==> src/rtl/spike_gen_scheduler.sv <==
// spike_gen_scheduler
//   Loads NUM_SPIKES rate words into a spike-generator memory, then runs a
//   number of two-cycle timesteps. Each step ORs the generator spike vector over
//   both phase cycles and reports it with a one-cycle strobe.
//
// Ports
//   clk, rst              clock, asynchronous active-high reset
//   start, abort          run request (IDLE only) / cancel current LOAD or RUN
//   num_steps             timesteps per run, latched when start is accepted
//   rate_valid/rate_data  rate word stream; rate_ready is high throughout LOAD
//   gen_addr/gen_wen/gen_data  generator memory write port (combinational)
//   spikes                generator spike vector
//   step_valid/step_spikes  per-step strobe and captured spikes
//   busy, done            high in LOAD/RUN; one-cycle completion pulse
//   spike_total           (SPIKE_TOTAL_EN only) saturating count of reported spikes
//   dbg_state             current FSM state for observation
//
// Optional feature: define SPIKE_TOTAL_EN to add the spike_total counter.
//
// Handshake: a rate word transfers in any LOAD cycle where rate_valid and
// rate_ready are both high; rate_data must be stable in that cycle and the
// write to generator memory happens in the same cycle.
module spike_gen_scheduler #(
  parameter int NUM_SPIKES = 32,
  parameter int ADDR_WIDTH = 32,
  parameter int DATA_WIDTH = 32,
  parameter int STEP_WIDTH = 16
) (
  input  logic                  clk,
  input  logic                  rst,
  input  logic                  start,
  input  logic                  abort,
  input  logic [STEP_WIDTH-1:0] num_steps,
  input  logic                  rate_valid,
  input  logic [DATA_WIDTH-1:0] rate_data,
  output logic                  rate_ready,
  output logic [ADDR_WIDTH-1:0] gen_addr,
  output logic                  gen_wen,
  output logic [DATA_WIDTH-1:0] gen_data,
  input  logic [NUM_SPIKES-1:0] spikes,
  output logic                  step_valid,
  output logic [NUM_SPIKES-1:0] step_spikes,
  output logic                  busy,
  output logic                  done,
`ifdef SPIKE_TOTAL_EN
  output logic [31:0]           spike_total,
`endif
  output logic [1:0]            dbg_state
);

  localparam int IDX_W = (NUM_SPIKES > 1) ? $clog2(NUM_SPIKES) : 1;
  localparam logic [IDX_W-1:0] LAST_IDX = IDX_W'(NUM_SPIKES - 1);

  typedef enum logic [1:0] {S_IDLE, S_LOAD, S_RUN, S_DONE} state_t;

  state_t                state_q, state_d;
  logic [IDX_W-1:0]      idx_q, idx_d;
  logic                  phase_q, phase_d;
  logic [STEP_WIDTH-1:0] step_cnt_q, step_cnt_d;
  logic [STEP_WIDTH-1:0] num_steps_q, num_steps_d;
  logic [NUM_SPIKES-1:0] acc_q, acc_d;
  logic [NUM_SPIKES-1:0] step_spikes_q, step_spikes_d;
  logic                  step_valid_q, step_valid_d;
  logic [STEP_WIDTH:0]   step_next;
  logic                  start_acc;

  // One extra bit so num_steps = all-ones terminates instead of wrapping.
  assign step_next = {1'b0, step_cnt_q} + 1'b1;
  assign start_acc = (state_q == S_IDLE) && start && !abort;

  always_comb begin
    state_d       = state_q;
    idx_d         = idx_q;
    phase_d       = phase_q;
    step_cnt_d    = step_cnt_q;
    num_steps_d   = num_steps_q;
    acc_d         = acc_q;
    step_spikes_d = step_spikes_q;
    step_valid_d  = 1'b0;
    rate_ready    = 1'b0;
    gen_wen       = 1'b0;
    gen_addr      = '0;
    gen_data      = '0;
    unique case (state_q)
      S_IDLE: begin
        if (start_acc) begin
          state_d     = S_LOAD;
          num_steps_d = num_steps;
          idx_d       = '0;
          step_cnt_d  = '0;
        end
      end
      S_LOAD: begin
        rate_ready = 1'b1;
        if (abort) begin
          state_d = S_IDLE;  // a coinciding handshake is dropped
        end else if (rate_valid) begin
          gen_wen  = 1'b1;
          gen_addr = ADDR_WIDTH'(idx_q);
          gen_data = rate_data;
          idx_d    = idx_q + 1'b1;
          if (idx_q == LAST_IDX) begin
            state_d = (num_steps_q == '0) ? S_DONE : S_RUN;
            phase_d = 1'b0;
            acc_d   = '0;
          end
        end
      end
      S_RUN: begin
        if (abort) begin
          state_d = S_IDLE;  // also suppresses the strobe of a phase-1 abort
        end else if (!phase_q) begin
          acc_d   = spikes;
          phase_d = 1'b1;
        end else begin
          step_spikes_d = acc_q | spikes;
          step_valid_d  = 1'b1;
          phase_d       = 1'b0;
          step_cnt_d    = step_next[STEP_WIDTH-1:0];
          if (step_next == {1'b0, num_steps_q}) state_d = S_DONE;
        end
      end
      S_DONE: state_d = S_IDLE;
      default: state_d = S_IDLE;
    endcase
  end

  always_ff @(posedge clk or posedge rst) begin
    if (rst) begin
      state_q       <= S_IDLE;
      idx_q         <= '0;
      phase_q       <= 1'b0;
      step_cnt_q    <= '0;
      num_steps_q   <= '0;
      acc_q         <= '0;
      step_spikes_q <= '0;
      step_valid_q  <= 1'b0;
    end else begin
      state_q       <= state_d;
      idx_q         <= idx_d;
      phase_q       <= phase_d;
      step_cnt_q    <= step_cnt_d;
      num_steps_q   <= num_steps_d;
      acc_q         <= acc_d;
      step_spikes_q <= step_spikes_d;
      step_valid_q  <= step_valid_d;
    end
  end

  assign step_valid  = step_valid_q;
  assign step_spikes = step_spikes_q;
  assign busy        = (state_q == S_LOAD) || (state_q == S_RUN);
  assign done        = (state_q == S_DONE);
  assign dbg_state   = state_q;

`ifdef SPIKE_TOTAL_EN
  logic [31:0] total_q, total_d, pop;
  logic [32:0] sum;

  always_comb begin
    pop = '0;
    for (int i = 0; i < NUM_SPIKES; i++) pop = pop + 32'(step_spikes_q[i]);
    sum     = {1'b0, total_q} + {1'b0, pop};
    total_d = total_q;
    if (start_acc) total_d = '0;
    else if (step_valid_q) total_d = sum[32] ? '1 : sum[31:0];
  end

  always_ff @(posedge clk or posedge rst) begin
    if (rst) total_q <= '0;
    else     total_q <= total_d;
  end

  assign spike_total = total_q;
`endif

endmodule

==> config.mk <==
export PLATFORM = sky130hd
export DESIGN_NAME = spike_gen_scheduler
export DESIGN_NICKNAME = d
export VERILOG_FILES = /design/src/rtl/spike_gen_scheduler.sv
export SDC_FILE = /design/constraint.sdc
export NUM_CORES = 1
export LEC_CHECK = 0
export CAP_MARGIN = 15
export CORE_MARGIN = 5
export CORE_UTILIZATION = 46
export CTS_CLUSTER_DIAMETER = 60
export CTS_CLUSTER_SIZE = 28
export DETAILED_ROUTE_END_ITERATION = 10
export GPL_ROUTABILITY_DRIVEN = 0
export PLACE_DENSITY = 0.91
export SETUP_SLACK_MARGIN = 0.05
export SKIP_CTS_REPAIR_TIMING = 1
export SYNTH_ARGS = -nofsm -noshare
export SYNTH_HDL_FRONTEND = slang
export SYNTH_SLANG_ARGS = --single-unit
==> constraint.sdc <==
create_clock -name clk -period 4.6 [get_ports clk]
set_input_delay 0.92 -clock clk [delete_from_list [all_inputs] [get_ports clk]]
set_output_delay 0.92 -clock clk [all_outputs]
set_load 0.01 [all_outputs]
---- Yosys cells after proc, flatten, opt, wreduce, memory -nomap -nowiden ----
Cells that the tools add are included.
cells by class
  add/subtract/negate cells ............... 2
  eq/ne operators ......................... 16
  muxes and demuxes ....................... 42
  bitwise operators ....................... 2
  reduce and logical (&&, ||, !) cells .... 16
operators by type and width
  operator                                                               number
  32-bit 2-to-1 mux                                                      8
  32-bit case mux with 2 select lines                                    1
  16-bit 2-to-1 mux                                                      3
  32-bit bitwise OR                                                      1
  16-bit case mux with 2 select lines                                    1
  5-bit 2-to-1 mux                                                       6
  16-bit by 1-bit adder with 17-bit output, second input constant        1
  17-bit by 16-bit equality test with 1-bit output                       1
  16-bit logical NOT                                                     1
  2-bit 2-to-1 mux                                                       7
  2-bit inequality test, second input constant                           7
  1-bit 2-to-1 mux                                                       13
  3-bit inequality test, second input constant                           4
  5-bit case mux with 2 select lines                                     1
  5-bit AND reduction                                                    2
  2-bit case mux with 4 select lines                                     1
  4-bit AND reduction                                                    2
  6-bit AND reduction                                                    1
  2-bit nonzero test                                                     3
  5-bit by 1-bit adder with 5-bit output, second input constant          1
  5-bit equality test, second input constant                             1
  2-bit equality test, second input constant                             2
  3-bit AND reduction                                                    1
  2-bit by 1-bit equality test with 1-bit output, second input constant  1
  other kinds (7)                                                        8
word-level totals
  register bits after elaboration ......... 105
  bits of input ports ..................... 85
  output and inout port bits .............. 103
  logic and storage cells ................. 86

---- Depth between registers and ports, before layout ----
Gate-level depths: netlist (run 1).
  depth in word-level cells ............... 6
  depth in mapped cells ................... 10
  depth with buffers taken out ............ 10

---- Worst setup path after synthesis (run 1) ----
No wires, ideal clock.
  kind .................................... input to output
  from .................................... input port abort
  to ...................................... output port gen_data[10]
  data arrival time ....................... 1.914 ns
  data required time ...................... 3.680 ns
  path slack .............................. 1.766 ns
  stages .................................. 5
  path buffers ............................ 3
  path through ............................ clkbuf_1 and3b_1 clkbuf_1 clkbuf_1 and2_1
on the way
  word-level cells in the longest chain between the ends .. 2
RTL lines
  item                line  source
  start: declaration  32    input logic abort,
  32-bit 2-to-1 mux   95    if (abort) begin
  32-bit 2-to-1 mux   84    unique case (state_q)
  end: declaration    39    output logic [DATA_WIDTH-1:0] gen_data,
Every way passes these cells.

---- Worst setup path after layout (run 1) ----
  from .................................... input port abort
  to ...................................... output port gen_data[5]
The elaborated chain is that of the path after synthesis.

==> PnR_summary.wiki, run 1 <==
{| class="wikitable"
! Metric !! Value
|-
| Wire length of the first global-routing pass || 23830 um
|-
| Worst-Margin Slew || 1.034 ns
|-
| Port Buf Inserts || 160
|-
| Static Leakage || 3.165 nW
|-
| Flops & latches, synth || 105
|-
| TritonCTS sink count || 105
|-
| Clock tree from TritonCTS || built
|-
| Clock period minus final worst setup slack || 3.730 ns
|-
| Number of enable-type register cells in the synthesized netlist || 0
|-
| Data required time at the worst endpoint || 3.68 ns
|-
| Floorplan die width || 118.6 um
|-
| Most used flip-flop cell after synthesis || dfrtp_1
|-
| Clock-pin slew reported for the worst setup and hold paths after clock tree synthesis || 0.07 ns
|-
| Sum of net half-perimeters after detailed placement || 10550 um
|-
| Finish-stage setup viols || 0
|-
| Number of diodes added for antenna fixing || 0
|-
| Height of the die || 118.6 um
|-
| Most frequent cells in the layout || clkdlybuf4s50_1, dfrtp_1, o21ai_0
|-
| Leading cell type in the layout, fill and taps excluded || clkdlybuf4s50_1
|-
| Share of synthesized area occupied by flip-flops and latches || 48.41%
|-
| Peak supply drop || 0.2978 mV
|-
| Timing-limited maximum frequency || 268.1 MHz
|-
| Number of core rows || 39
|-
| Max H-tree Level || 3
|-
| Residual DRC count || 0
|-
| Final worst slack || 0.8697 ns
|-
| Buffers from clock root to sink, at most || 2
|-
| Cell variety after synth || 57
|-
| Crit path DAT || 2.81 ns
|-
| Root Buffer Master || clkbuf_16
|-
| Final design instance area without fill || 7325 sq um
|-
| Vias in the first global route || 4660
|-
| Footprint of the multi-input gates || 2525 sq um
|-
| Dpl ws || 0.8830 ns
|-
| Number of antenna violations at the first check in global routing || 0
|-
| Via count || 4699
|-
| Number of clock buffers inserted by TritonCTS || 9
|-
| Instance count of the mapped netlist || 554
|-
| Post-place instance area || 6999 sq um
|-
| Syn Std Cell Area || 5428 sq um
|-
| Type of the tightest min-delay check || flip-flop to flip-flop
|-
| Ratio of routed vias to standard cells || 5.568
|-
| Global Route Usage Sum || 20.60%
|-
| Total Neg Setup Slack || 0 ns
|-
| Layout overhead on the synthesized area || 34.95%
|-
| Class of the most critical setup path || input pin to primary output
|-
| DRT antenna net count || 0
|-
| Fin crit share || 81.09%
|-
| Pre-antenna DRT Iters || 5
|-
| Pin count of the biggest net entering global routing || 89
|-
| Warnings from Yosys || 0
|-
| Number of filler cells placed in the layout || 898
|-
| Share of post-route cells with drive strength above 1 || 7.133%
|-
| Combined flip-flop and latch cell area || 2628 sq um
|-
| Areal power density over the cells || 476.3 nW/um^2
|-
| Clock Skews || 0.008393 ns
|-
| Initial cell density of the core || 47.13%
|-
| CP Max Fanout || 38
|-
| Share of synthesized registers carrying an async set or reset || 100.0%
|-
| Setup repair after global routing missed its margin || false
|-
| Final hold vios || 0
|-
| Max cap viols || 0
|-
| Worst setup EP type || primary output
|-
| Status || completed
|-
| Relative slew slack || 30.80%
|-
| Initial DRC Count || 265
|-
| Final Net Count || 788
|-
| Std-Cell Core Area || 11520 sq um
|-
| Wirelength, routed || 14600 um
|-
| Nature of the critical path startpoint || input pin
|-
| Remaining Overflow, GRT || 0
|-
| Die ar. || 14070 sq um
|-
| Final routed wire length divided by cell count || 17.30 um
|-
| Final hold slack || 0.4855 ns
|-
| Final count of pins violating max slew || 0
|-
| Clock latency on the worst-skew pair || 0.34 ns
|-
| IO Pins || 188
|-
| Avg Inst Size Synth || 9.797 sq um
|}
sequential cells by signal, indices dropped and copies added, names as in the netlist:
name and cells:
dbg_state 2, step_valid 1, step_cnt_q 16, acc_q 32
num_steps_q 16, phase_q 1, step_spikes 32, idx_q 5
logic make-up after synthesis:
logic type	count (synthesis)	share of synthesized area [%]
multiplexers	20	4.103
other	1	0.06909
AND/OR/NAND/NOR	196	18.90
AO/OA/AOI/OAI	130	15.84
buffers and inverters	70	7.031
adder cells (fa/ha/maj)	7	1.614
XOR/XNOR	25	4.034
flip-flops	105	48.41
critical path, cell delays in order:
cell and delay (ns):
clkdlybuf4s50_1 0.59, and3b_1 0.29, buf_4 0.27, and2_1 0.18
clkdlybuf4s50_1 0.55
cell type report:
| class | count | area share, % |
|---|---|---|
| inverters | 9 | 0.4954 |
| flip-flops and latches | 105 | 35.87 |
| repair buffers | 166 | 22.75 |
| clock inverters | 6 | 0.7004 |
| clock buffers | 10 | 3.263 |
| multi-input cells | 405 | 34.47 |
| well taps | 143 | 2.443 |
power by group:
part / internal, W / switching (W)
registers: 0.00124 / 0.000264
clock network: 0.000390 / 0.000354
logic: 0.000679 / 0.000562
total: 0.00231 / 0.00118
final timing paths:
path | from | endpoint | slack [ns] | depth (start not counted)
setup / recovery | abort | gen_data[5] | 0.87 | 5
max in group asynchronous | rst | acc_q[25] | 2.84 | 4
setup reg to reg | dbg_state[0] | step_spikes[24] | 1.47 | 7
hold reg to reg | step_spikes[19] | step_spikes[19] | 0.49 | 2
hold / removal | step_spikes[19] | step_spikes[19] | 0.49 | 2
min in group asynchronous | rst | num_steps_q[1] | 0.85 | 2
Yosys cell counts (10+ instances only):
cell / count / area share (%)
a22o_1: 33 / 5.3
buf_4: 28 / 3.9
o21ai_0: 59 / 5.4
mux2_2: 17 / 3.5
nand2_1: 53 / 3.7
and2_1: 43 / 5.0
dfrtp_1: 105 / 48
o31ai_1: 10 / 1.4
nor2_1: 46 / 3.2
nor4_1: 10 / 1.2
clkbuf_1: 26 / 1.8
xnor2_1: 16 / 2.6
layer usage:
metal	share of wire (%)	routed length [um]	vias to the layer above	GRT usage, %
li1	-	-	2166	-
met1	39	5750	2270	25.03
met2	50	7336	227	34.92
met3	7.8	1132	36	5.349
met4	2.6	384	0	8.472
met5	0	0	-	0
through the flow:
| stage | cells | utilization [%] | power (W) |
|---|---|---|---|
| 4_1_cts | 842 | 63.30 | 0.003499 |
| 5_1_grt | 844 | 63.60 | 0.003695 |
| 3_5_place_dp | 826 | 60.78 | 0.002739 |
| 3_3_place_gp | 826 | 60.78 | 0.002665 |
| 6_report | 844 | 63.60 | 0.003489 |
| 2_1_floorplan | 580 | - | 0.002172 |
Note: power is estimated with default switching activity, not from simulation.
==> run 2, diff against run 1 <==
==> constraint.sdc (replaced) <==
create_clock -name clk -period 3.6 [get_ports clk]
set_input_delay 0.72 -clock clk [delete_from_list [all_inputs] [get_ports clk]]
set_output_delay 0.72 -clock clk [all_outputs]
set_load 0.01 [all_outputs]
==> run 2 against run 1 <==
  * Register-to-register slack got worse by 0.89 ns
  * Sequential power is 27% higher
  * Largest cell class unchanged
  * Power is 30% higher
  * Worst setup slack lost 0.58 ns
  * Cell area up 0.31%
  * Wire length down 1.8%
  * Sequential cell count unchanged
  * Combinational power up 27%
  * Critical path depth rose by 1
  * Clock skew is essentially flat
  * Largest power group unchanged
  * Via count down 1.7%
  * Global-route usage decreased by 0.36 points
==> PnR_summary.wiki, run 2 (synthesis results as in run 1) <==
{| class="wikitable"
! Metric !! Value
|-
| Type of the tightest min-delay check || flip-flop to flip-flop
|-
| Via count || 4621
|-
| Terminating pin of the worst hold path || step_spikes[19]
|-
| Total instance count after detailed placement || 828
|-
| Max H-tree Level || 3
|-
| Part of the total power dissipated in sequential elements || 42.2%
|-
| Setup repair after global routing missed its margin || false
|-
| Crit path DAT || 2.59 ns
|-
| Internal power contribution || 0.003010 W
|-
| Static Leakage || 3.174 nW
|-
| DRT antenna net count || 0
|-
| Register-to-register setup slack || 0.58 ns
|-
| Std-Cell Core Area || 11520 sq um
|-
| Areal power density over the cells || 616.3 nW/um^2
|-
| Peak supply drop || 0.3749 mV
|-
| Wirelength, routed || 14340 um
|-
| Timing-limited maximum frequency || 302.4 MHz
|-
| Leading cell type in the layout, fill and taps excluded || clkdlybuf4s50_1
|-
| Logic gate share of total power || 34.9%
|-
| Number of antenna violations at the first check in global routing || 0
|-
| Buffers from clock root to sink, at most || 2
|-
| Clock-pin slew reported for the worst setup and hold paths after clock tree synthesis || 0.07 ns
|-
| Number of diodes added for antenna fixing || 0
|-
| Clock tree from TritonCTS || built
|-
| Number of core rows || 39
|-
| Final count of pins violating max slew || 0
|-
| Port Buf Inserts || 160
|-
| Nature of the critical path startpoint || flip-flop
|-
| Final cell count without fillers || 844
|-
| Final routed wire length divided by cell count || 16.99 um
|-
| Die ar. || 14070 sq um
|-
| Remaining Overflow, GRT || 0
|-
| IO Pins || 188
|-
| Class of the most critical setup path || flip-flop to primary output
|-
| Number of clock buffers inserted by TritonCTS || 9
|-
| Wire length of the first global-routing pass || 23700 um
|-
| Status || completed
|-
| CP Max Fanout || 38
|-
| Final hold vios || 0
|-
| Worst-Margin Slew || 1.151 ns
|-
| Ratio of routed vias to standard cells || 5.475
|-
| Standard cell with the maximum stage delay on the critical path || clkdlybuf4s50_1
|-
| Data required time at the worst endpoint || 2.88 ns
|-
| Worst setup EP type || primary output
|-
| Share of post-route cells with drive strength above 1 || 7.133%
|-
| End of the worst register-to-register path || dbg_state[1]
|-
| TritonCTS sink count || 105
|-
| Initial cell density of the core || 47.13%
|-
| Vias in the first global route || 4704
|-
| Switching share of total power || 33.54%
|-
| Most frequent cells in the layout || clkdlybuf4s50_1, dfrtp_1, o21ai_0
|-
| Layout overhead on the synthesized area || 35.36%
|-
| Net Sw Power || 0.001519 W
|-
| Pre-antenna DRT Iters || 5
|-
| Relative slew slack || 23.28%
|-
| Critical path's largest stage delay || 0.55 ns
|-
| Clock latency on the worst-skew pair || 0.35 ns
|-
| Pin count of the biggest net entering global routing || 66
|-
| Total Neg Setup Slack || 0 ns
|-
| Global Route Usage Sum || 20.25%
|-
| Crit path cell chain || inv_1 -> ha_1 -> and3b_1 -> buf_4 -> and2_1 -> clkdlybuf4s50_1
|-
| Clock Skews || 0.008452 ns
|-
| Final Net Count || 788
|-
| Root Buffer Master || clkbuf_16
|-
| Finish-stage setup viols || 0
|-
| Clock period minus final worst setup slack || 3.307 ns
|-
| Startpoint of the most critical hold path || step_spikes[19]
|-
| Source of the worst register-to-register timing path || idx_q[0]
|-
| R2R cell count || 10
|-
| Sum of net half-perimeters after detailed placement || 10450 um
|-
| Max cap viols || 0
|-
| Initial DRC Count || 233
|-
| Residual DRC count || 0
|-
| Floorplan die width || 118.6 um
|-
| Fin crit share || 91.85%
|-
| Height of the die || 118.6 um
|-
| Worst Hold Path Cells || 2
|-
| Clock share of power || 22.9%
|}
run 2: power groups by stage:
stage | Clock, W | Combinational, W | Sequential, W
floorplan | 0 | 0.000890 | 0.00189
global placement | 0 | 0.00151 | 0.00190
detailed placement | 0 | 0.00159 | 0.00192
CTS | 0.00106 | 0.00159 | 0.00191
global route | 0.00111 | 0.00173 | 0.00197
finish | 0.00104 | 0.00158 | 0.00191
run 2: worst max-delay path: cells and delay by family (launching register included):
family,cells,cell delay (ns)
AND/OR/NAND/NOR,2,0.43
adder cells (fa/ha/maj),1,0.44
flip-flops,1,0.44
buffers and inverters,3,0.93
run 2: cell type report:
type	count	area [sq um]
fillers	910	4169
flip-flops and latches	105	2628
multi-input cells	405	2525
repair buffers	166	1659
clock buffers	9	225.2
well taps	143	178.9
clock inverters	7	95.09
inverters	9	36.28
run 2: metrics by stage:
step                hold slack (ns)  area, sq um  power, W  worst slack, ns  util [%]
floorplan                    0.4507         5525  0.002776           0.1195         -
global placement             0.4646         7027  0.003413           0.3072     61.02
detailed placement           0.4698         7027  0.003502           0.2335     61.02
CTS                          0.4867         7347  0.004564           0.2980     63.80
global route                 0.5216         7347  0.004807           0.1271     63.80
finish                       0.4782         7347  0.004528           0.2933     63.80
run 2: worst max path at each step:
stage	depth (start not counted)	slack (ns)	endpoint	startpoint
floorplan	1	0.12	acc_q[0]	rst
global placement	8	0.31	dbg_state[1]	rate_valid
detailed placement	8	0.23	dbg_state[1]	rate_valid
CTS	6	0.30	gen_data[5]	dbg_state[1]
global route	6	0.13	gen_data[5]	dbg_state[1]
finish	6	0.29	gen_data[21]	dbg_state[1]
run 2: layer usage:
layer | track usage (%) | vias to the layer above | share of wire (%)
met5 | 0 | - | 0
met4 | 6.951 | 0 | 2.4
met3 | 6.208 | 41 | 8.8
met2 | 33.78 | 229 | 49
met1 | 25.03 | 2190 | 40
li1 | - | 2161 | -
==> run 3, diff against run 2 <==
--- a/config.mk
+++ b/config.mk
@@ -6,6 +6,7 @@
 export NUM_CORES = 1
 export LEC_CHECK = 0
 export CAP_MARGIN = 15
+export CORE_ASPECT_RATIO = 1.1
 export CORE_MARGIN = 5
 export CORE_UTILIZATION = 46
 export CTS_CLUSTER_DIAMETER = 60
==> run 3 against run 2 <==
  * Largest cell class unchanged
  * Maximum frequency grew 1.1%
  * Hold slack better by 0.0081 ns
  * Sequential power about the same
  * Sequential cell count unchanged
  * Die area is essentially flat
  * Largest power group unchanged
==> PnR_summary.wiki, run 3 (synthesis results as in run 1) <==
{| class="wikitable"
! Metric !! Value
|-
| Status || completed
|-
| Total Neg Setup Slack || 0 ns
|-
| Vias in the first global route || 4684
|-
| Residual DRC count || 0
|-
| Initial DRC Count || 391
|-
| Number of filler cells placed in the layout || 890
|-
| Std-Cell Core Area || 11540 sq um
|-
| DRT antenna net count || 0
|-
| Number of diodes added for antenna fixing || 0
|-
| Floorplan die width || 113.6 um
|-
| Final count of pins violating max slew || 0
|-
| Worst setup EP type || primary output
|-
| TritonCTS sink count || 105
|-
| Buf/Inv on CP || 3
|-
| Share of post-route cells with drive strength above 1 || 7.133%
|-
| Sum of net half-perimeters after detailed placement || 10590 um
|-
| Timing-limited maximum frequency || 305.9 MHz
|-
| Remaining Overflow, GRT || 0
|-
| Areal power density over the cells || 605.4 nW/um^2
|-
| IO Pins || 188
|-
| Final Net Count || 789
|-
| Wire length of the first global-routing pass || 23520 um
|-
| Pin count of the biggest net entering global routing || 73
|-
| Clock latency on the worst-skew pair || 0.35 ns
|-
| Dpl ws || 0.2619 ns
|-
| Leading cell type in the layout, fill and taps excluded || clkdlybuf4s50_1
|-
| Number of clock buffers inserted by TritonCTS || 9
|-
| Height of the die || 123.9 um
|-
| Type of the tightest min-delay check || flip-flop to flip-flop
|-
| Pre-antenna DRT Iters || 5
|-
| Max H-tree Level || 3
|-
| Setup repair after global routing missed its margin || false
|-
| Relative slew slack || 25.78%
|-
| Clock period minus final worst setup slack || 3.269 ns
|-
| Crit path cell chain || inv_1 -> ha_1 -> and3b_1 -> buf_4 -> and2_1 -> clkdlybuf4s50_1
|-
| Via count || 4721
|-
| Fin crit share || 90.82%
|-
| Critical path's largest stage delay || 0.53 ns
|-
| Ratio of routed vias to standard cells || 5.548
|-
| Final worst slack || 0.3306 ns
|-
| Max cap viols || 0
|-
| Final hold vios || 0
|-
| Data required time at the worst endpoint || 2.88 ns
|-
| Clock tree from TritonCTS || built
|-
| Class of the most critical setup path || flip-flop to primary output
|-
| Root Buffer Master || clkbuf_16
|-
| Initial cell density of the core || 47.02%
|-
| Number of antenna violations at the first check in global routing || 0
|-
| Most frequent cells in the layout || clkdlybuf4s50_1, dfrtp_1, o21ai_0
|-
| Port Buf Inserts || 160
|-
| Buffers from clock root to sink, at most || 2
|-
| Global Route Usage Sum || 20.81%
|-
| Nature of the critical path startpoint || flip-flop
|-
| Layout overhead on the synthesized area || 34.65%
|-
| CP Max Fanout || 38
|-
| Peak supply drop || 0.3865 mV
|-
| Wirelength, routed || 14380 um
|-
| Standard cell with the maximum stage delay on the critical path || clkdlybuf4s50_1
|-
| Largest delay contributor family on the critical path || buffers and inverters
|-
| Worst-Margin Slew || 1.113 ns
|-
| Crit path DAT || 2.55 ns
|-
| Final routed wire length divided by cell count || 16.89 um
|-
| Static Leakage || 3.152 nW
|-
| Clock Skews || 0.01050 ns
|-
| Die ar. || 14070 sq um
|-
| Clock-pin slew reported for the worst setup and hold paths after clock tree synthesis || 0.07 ns
|-
| Finish-stage setup viols || 0
|-
| Number of core rows || 41
|}
run 3: per-layer routing:
| metal | global-route usage [%] | wire length, um | up-vias |
|---|---|---|---|
| li1 | - | - | 2172 |
| met1 | 24.21 | 5319 | 2236 |
| met2 | 35.53 | 7013 | 265 |
| met3 | 6.365 | 1593 | 48 |
| met4 | 9.241 | 448 | 0 |
| met5 | 0 | 0 | - |
run 3: layout make-up:
type	instances	area, sq um	share of cell area [%]
flip-flops and latches	105	2628	35.95
multi-input cells	405	2525	34.55
inverters	9	36.28	0.4965
well taps	150	187.7	2.568
clock buffers	10	239.0	3.270
clock inverters	5	38.79	0.5307
repair buffers	167	1654	22.63
run 3: per-stage QoR:
step	cells	power [W]	hold slack (ns)	area (sq um)	util, %
final	851	0.004424	0.4863	7308	63.32
after global placement	836	0.003411	0.4633	7030	60.91
after CTS	851	0.004450	0.4937	7308	63.32
after global routing	851	0.004704	0.5090	7308	63.32
after detailed placement	836	0.003497	0.4740	7030	60.91
after floorplan	580	0.002776	0.4507	5525	-
run 3: final timing paths:
| path | from | endpoint | slack [ns] | depth (start not counted) |
|---|---|---|---|---|
| setup / recovery | dbg_state[1] | gen_data[22] | 0.33 | 6 |
| hold / removal | step_spikes[0] | step_spikes[0] | 0.49 | 2 |
| setup reg to reg | step_cnt_q[0] | dbg_state[1] | 0.60 | 8 |
| hold reg to reg | step_spikes[0] | step_spikes[0] | 0.49 | 2 |
| max in group asynchronous | rst | step_spikes[21] | 1.91 | 3 |
| min in group asynchronous | rst | num_steps_q[7] | 0.90 | 2 |
run 3: power breakdown:
| group | switching [W] | internal, W | leakage, nW |
|---|---|---|---|
| Combinational | 0.000711 | 0.000863 | 1.62 |
| Sequential | 0.000337 | 0.00158 | 1.40 |
| Clock | 0.000439 | 0.000489 | 0.135 |
run 3: worst min-delay path: stages (launching register included):
cell and delay (ns):
dfrtp_1 0.34, nand2_1 0.05, o21ai_0 0.06
